## src/rtl/regfile_pkg.sv

```systemverilog
`default_nettype none
// +----------------------------------------------------------------------+
// | regfile_pkg                                                          |
// | Shared sizing constants and output-stage state encoding.             |
// | Revision: 1.0                                                        |
// +----------------------------------------------------------------------+
package regfile_pkg;

    localparam int WIDTH  = 32;
    localparam int DEPTH  = 32;
    localparam int ADDR_W = (DEPTH > 1) ? $clog2(DEPTH) : 1;

    typedef enum logic [0:0] {
        IDLE  = 1'b0,
        VALID = 1'b1
    } rd_state_e;

endpackage
`default_nettype wire

```

## src/rtl/regfile_storage.sv

```systemverilog
`default_nettype none
// +----------------------------------------------------------------------+
// | regfile_storage                                                      |
// | Register array with one write port and two combinational read ports. |
// | Revision: 1.0                                                        |
// +----------------------------------------------------------------------+
module regfile_storage #(
    parameter int WIDTH  = regfile_pkg::WIDTH,
    parameter int DEPTH  = regfile_pkg::DEPTH,
    parameter int ADDR_W = regfile_pkg::ADDR_W
) (
    input  logic              clk,
    input  logic              rst_n,
    input  logic              wr_en,
    input  logic [ADDR_W-1:0] wr_addr,
    input  logic [WIDTH-1:0]  wr_data,
    input  logic [ADDR_W-1:0] rd_addr_a,
    input  logic [ADDR_W-1:0] rd_addr_b,
    output logic [WIDTH-1:0]  rd_data_a,
    output logic [WIDTH-1:0]  rd_data_b
);
    import regfile_pkg::*;

    localparam logic [ADDR_W:0] c_depth = (ADDR_W+1)'(DEPTH);

    logic [WIDTH-1:0] r_mem [DEPTH];
    logic             w_wr_ok;
    logic             w_rd_ok_a;
    logic             w_rd_ok_b;

    // Index 0 is hardwired to zero; out-of-range indices behave like it.
    assign w_wr_ok   = wr_en && (wr_addr != '0) && ({1'b0, wr_addr} < c_depth);
    assign w_rd_ok_a = (rd_addr_a != '0) && ({1'b0, rd_addr_a} < c_depth);
    assign w_rd_ok_b = (rd_addr_b != '0) && ({1'b0, rd_addr_b} < c_depth);

    always_ff @(posedge clk) begin
        if (!rst_n) begin
            for (int i = 0; i < DEPTH; i++) begin
                r_mem[i] <= '0;
            end
        end else if (w_wr_ok) begin
            r_mem[wr_addr] <= wr_data;
        end
    end

    assign rd_data_a = w_rd_ok_a ? r_mem[rd_addr_a] : '0;
    assign rd_data_b = w_rd_ok_b ? r_mem[rd_addr_b] : '0;

endmodule
`default_nettype wire

```

## src/rtl/regfile_read_port.sv

```systemverilog
`default_nettype none
// +----------------------------------------------------------------------+
// | regfile_read_port                                                    |
// | Two-port register file read with write bypass and a stallable stage. |
// | Revision: 1.0                                                        |
// +----------------------------------------------------------------------+
module regfile_read_port #(
    parameter int WIDTH  = regfile_pkg::WIDTH,
    parameter int DEPTH  = regfile_pkg::DEPTH,
    parameter int ADDR_W = regfile_pkg::ADDR_W
) (
    input  logic              clk,
    input  logic              rst_n,
    input  logic              wr_en,
    input  logic [ADDR_W-1:0] wr_addr,
    input  logic [WIDTH-1:0]  wr_data,
    input  logic              rd_req,
    input  logic [ADDR_W-1:0] rd_addr_a,
    input  logic [ADDR_W-1:0] rd_addr_b,
    input  logic              rd_hold,
    output logic              rd_valid,
    output logic [WIDTH-1:0]  rd_data_a,
    output logic [WIDTH-1:0]  rd_data_b,
    output logic              busy
);
    import regfile_pkg::*;

    localparam logic [ADDR_W:0] c_depth = (ADDR_W+1)'(DEPTH);

    logic [WIDTH-1:0] w_stor_a;
    logic [WIDTH-1:0] w_stor_b;
    logic             w_byp_a;
    logic             w_byp_b;
    logic [WIDTH-1:0] w_rd_a;
    logic [WIDTH-1:0] w_rd_b;

    rd_state_e        r_state;
    logic             r_valid;
    logic [WIDTH-1:0] r_data_a;
    logic [WIDTH-1:0] r_data_b;

    regfile_storage #(
        .WIDTH  (WIDTH),
        .DEPTH  (DEPTH),
        .ADDR_W (ADDR_W)
    ) u_storage (
        .clk       (clk),
        .rst_n     (rst_n),
        .wr_en     (wr_en),
        .wr_addr   (wr_addr),
        .wr_data   (wr_data),
        .rd_addr_a (rd_addr_a),
        .rd_addr_b (rd_addr_b),
        .rd_data_a (w_stor_a),
        .rd_data_b (w_stor_b)
    );

    // Forward a same-cycle write only where the storage would accept it.
    assign w_byp_a = wr_en && (wr_addr == rd_addr_a) && (rd_addr_a != '0)
                     && ({1'b0, rd_addr_a} < c_depth);
    assign w_byp_b = wr_en && (wr_addr == rd_addr_b) && (rd_addr_b != '0)
                     && ({1'b0, rd_addr_b} < c_depth);
    assign w_rd_a  = w_byp_a ? wr_data : w_stor_a;
    assign w_rd_b  = w_byp_b ? wr_data : w_stor_b;

    always_ff @(posedge clk) begin
        if (!rst_n) begin
            r_state  <= IDLE;
            r_valid  <= 1'b0;
            r_data_a <= '0;
            r_data_b <= '0;
        end else begin
            case (r_state)
                IDLE: begin
                    if (rd_req) begin
                        r_state  <= VALID;
                        r_valid  <= 1'b1;
                        r_data_a <= w_rd_a;
                        r_data_b <= w_rd_b;
                    end
                end
                VALID: begin
                    // A held output drops any incoming request.
                    if (!rd_hold) begin
                        if (rd_req) begin
                            r_data_a <= w_rd_a;
                            r_data_b <= w_rd_b;
                        end else begin
                            r_state <= IDLE;
                            r_valid <= 1'b0;
                        end
                    end
                end
                default: begin
                    r_state <= IDLE;
                    r_valid <= 1'b0;
                end
            endcase
        end
    end

    assign rd_valid  = r_valid;
    assign rd_data_a = r_data_a;
    assign rd_data_b = r_data_b;
    assign busy      = r_valid & rd_hold;

endmodule
`default_nettype wire

```

## config.mk

```make
export PLATFORM = sky130hd
export DESIGN_NAME = regfile_read_port
export DESIGN_NICKNAME = d
export VERILOG_FILES = /design/src/rtl/regfile_pkg.sv /design/src/rtl/regfile_storage.sv /design/src/rtl/regfile_read_port.sv
export SDC_FILE = /design/constraint.sdc
export NUM_CORES = 2
export LEC_CHECK = 0
export BUFFER_PORTS_ARGS = -buffer_cell sky130_fd_sc_hd__buf_2
export CAP_MARGIN = 10
export CORE_MARGIN = 3
export CORE_UTILIZATION = 39
export DETAILED_ROUTE_END_ITERATION = 8
export SYNTH_ARGS = -nofsm -noshare
export SYNTH_HDL_FRONTEND = slang
export SYNTH_HIERARCHICAL = 1
export SYNTH_SLANG_ARGS = --single-unit
```

## constraint.sdc

```tcl
create_clock -name clk -period 3.4 [get_ports clk]
set_input_delay 0.17 -clock clk [delete_from_list [all_inputs] [get_ports clk]]
set_output_delay 0.17 -clock clk [all_outputs]
set_load 0.05 [all_outputs]
```

==> metrics.yaml <==
syn_inst: 3911
hold_class: "in2reg"
grt_pass1_wl_mm: 287
globalRouteOverflowTotal: 0
worstSetupStartpointType: "register"
synthArstFlopShare: 0
cts_tree: "done"
hold_viol_final: 0
drtPass1Iterations: 5
cts-htree-levels: 3
ys_ff_latch: 1090
postPlaceCellArea_mm2: 0.0614
ios: 118
slew_viol_final: 0
max-slew-margin-rel: 0.335
yosysSeqAreaShare: 0.557
antenna_found_initial: 14
ant_nets: 0
fin_skew_ns: 0.0210
power_density_mw_per_mm2: 509
synth_edf_count: 1024
rsz0062_at_grt: "false"
insertion_delay_ns: 0.75
yosysWarnings: 6
die_y_um: 390
ys.flop_type: "edfxtp_1"
worst_pin_slew_ns: 0.995
final_area_mm2: 0.0656
irDropWorstVdd_mv: 0.443
vias: 38100
crit_type: "reg2reg"
switching_share: 0.258
fillers: 12800
rows: 140
period_minus_slack_ns: 2.48
dieWidth_um: 390
area_growth_pct: 13.9
clkSinkCount: 1090
drive_gt1_frac: 0.270
post_cts_resize_count: 0
final_nets: 4041
viasPerCell: 6.32
layout.cells.most_common: "edfxtp_1"
p_clk_frac: 0.393
setup_viol: 0
finalCritPeriodShare: 0.730
cts_buffers: 116
drt-total-wl_mm: 204
setup_tns_ns: 0
cp_max_fo: 2
cp_slowest_cell: "a2111oi_1"
drc_errors: 0
cts_max_path_buffers: 3
ys_types: 59
dp_hpwl_mm: 122
end_kind: "register"
die-area_mm2: 0.152
placeableCoreArea_mm2: 0.146
seqPwrFrac: 0.477
start_util: 0.394
drv_cap: 0
syn-cell-area_mm2: 0.0576
root_buffer: "clkbuf_16"
final_cell_mix: "edfxtp_1, and2_1, mux4_2, buf_4, mux2i_1"
max_freq_ghz: 0.403
clk_pin_slew_ns: 0.06
leakagePower_nw: 22.4
max_stage_delay_ns: 0.69
arrival_ns: 3.07
io_buffers: 117
grt_usage: 0.266
grt_pass1_vias: 37400
path_buf_inv: 1
power.switching_mw: 8.60
critPathRequiredTime_ns: 3.98
outcome: "complete, no violations"
synth.avg_cell_area_um2: 14.7
critical-path-top-delay-family: "compound AO/OA/AOI/OAI gates"
grt_max_degree: 65
drt-initial-drc-count: 5488
path_cells: "mux4_2 -> a22o_1 -> a2111oi_1 -> buf_4 -> nor3_1 -> o31ai_1 -> a31oi_1"
whs_ns: 0.0306
place.gp.congestion: 0.895
p_int_mw: 24.8
avgRoutedWirePerCell_um: 33.9
combPwrFrac: 0.130
==> tightest hold or removal path, stage by stage <==
cell and delay (ns):
buf_2 0.30, nand3_1 0.15, a31oi_1 0.08
==> registers in the layout, summed over array words and instances, names as in the netlist <==
signal,flops
u_storage/r_mem,1024
rd_data_a,32
rd_data_b,32
rd_valid,1
r_state,1
==> power by group through the flow <==
stage / logic [mW] / clock network [mW] / registers (mW)
after detailed placement: 4.26 / 0 / 16.2
final: 4.34 / 13.1 / 15.9
after CTS: 4.30 / 13.2 / 15.9
after global routing: 4.51 / 13.8 / 16.0
after floorplan: 2.45 / 0 / 16.2
after global placement: 4.24 / 0 / 16.1
==> metal layers <==
layer / vias up / routed length, µm / GRT usage
met3: 408 / 22500 / 0.0548
met1: 19800 / 82000 / 0.379
met5: - / 13 / 0
met4: 2 / 9130 / 0.107
met2: 2511 / 90800 / 0.397
li1: 15400 / - / -
==> metrics by stage <==
| step | utilization | total power, mW | instances | setup slack, ns |
|---|---|---|---|---|
| finish | 0.449 | 33.4 | 6021 | 0.917 |
| global route | 0.449 | 34.2 | 6011 | 0.906 |
| CTS | 0.449 | 33.4 | 6009 | 0.902 |
| detailed placement | 0.421 | 20.4 | 5764 | 0.221 |
| global placement | 0.421 | 20.4 | 5764 | 0.247 |
| floorplan | - | 18.7 | 3942 | -0.306 |
==> kinds of logic after synthesis <==
| logic type | count (synthesis) | synth area share |
|---|---|---|
| simple gates | 1224 | 0.132 |
| flops | 1090 | 0.557 |
| mux | 652 | 0.217 |
| compound gates | 489 | 0.0575 |
| buf+inv | 446 | 0.0360 |
| xor+xnor | 9 | 0.00137 |
| other cells | 1 | 0.0000651 |
==> layout make-up <==
cell class	count	area, µm²	share of cell area
sequential	1090	32100	0.489
multi-input combinational	2406	24100	0.368
clock buffer	169	3310	0.0504
timing repair buffer	371	3060	0.0466
tap	1917	2400	0.0366
clock inverter	52	583	0.00889
antenna	12	30.0	0.000458
inverter	4	15.0	0.000229
==> what timing repair did <==
action / in CTS / in global routing
hold buffers: 24 / 0
buffers inserted: 0 / 0
endpoints found under the hold margin: 59 / 0
==> final timing paths <==
kind              cells after the start             to  slack [ns]                    start
setup / recovery                      7  rd_data_a[10]        0.92  u_storage/r_mem[26][10]
setup reg to reg                      7  rd_data_a[10]        0.92  u_storage/r_mem[26][10]
hold reg to reg                       2       rd_valid        0.51                 rd_valid
hold / removal                        3  rd_data_b[25]        0.03              wr_data[25]
==> cells in the mapped netlist, types with 3 or more instances <==
library cell | instances | area, µm²
edfxtp_1 | 1024 | 30700
and2_1 | 997 | 6240
mux4_2 | 472 | 10600
clkbuf_1 | 302 | 1130
mux2i_1 | 150 | 1500
o21ai_0 | 126 | 631
o22ai_1 | 103 | 644
dfxtp_1 | 66 | 1320
a31oi_1 | 64 | 400
nor3_1 | 54 | 270
a22o_1 | 51 | 447
buf_2 | 48 | 240
buf_4 | 39 | 293
nor2_1 | 39 | 146
nand3_1 | 38 | 190
o31ai_1 | 33 | 248
a2111oi_1 | 32 | 320
mux2_2 | 30 | 338
buf_6 | 25 | 282
or4b_1 | 25 | 250
buf_1 | 24 | 90.1
a2111oi_0 | 23 | 201
a22oi_1 | 16 | 120
nor2b_1 | 15 | 93.8
a21oi_1 | 14 | 70.1
nand2_1 | 10 | 37.5
xnor2_1 | 8 | 70.1
a211oi_1 | 7 | 52.6
nand2b_1 | 6 | 37.5
or4b_2 | 6 | 60.1
nand3b_1 | 5 | 37.5
nor4_1 | 5 | 31.3
o21ai_1 | 5 | 25.0
a221oi_1 | 4 | 35.0
a32o_1 | 4 | 40.0
clkbuf_2 | 4 | 20.0
inv_1 | 4 | 15.0
and3_1 | 3 | 18.8
or3_1 | 3 | 18.8
or3b_2 | 3 | 26.3
No activity file was read; power rests on OpenSTA's default activity.
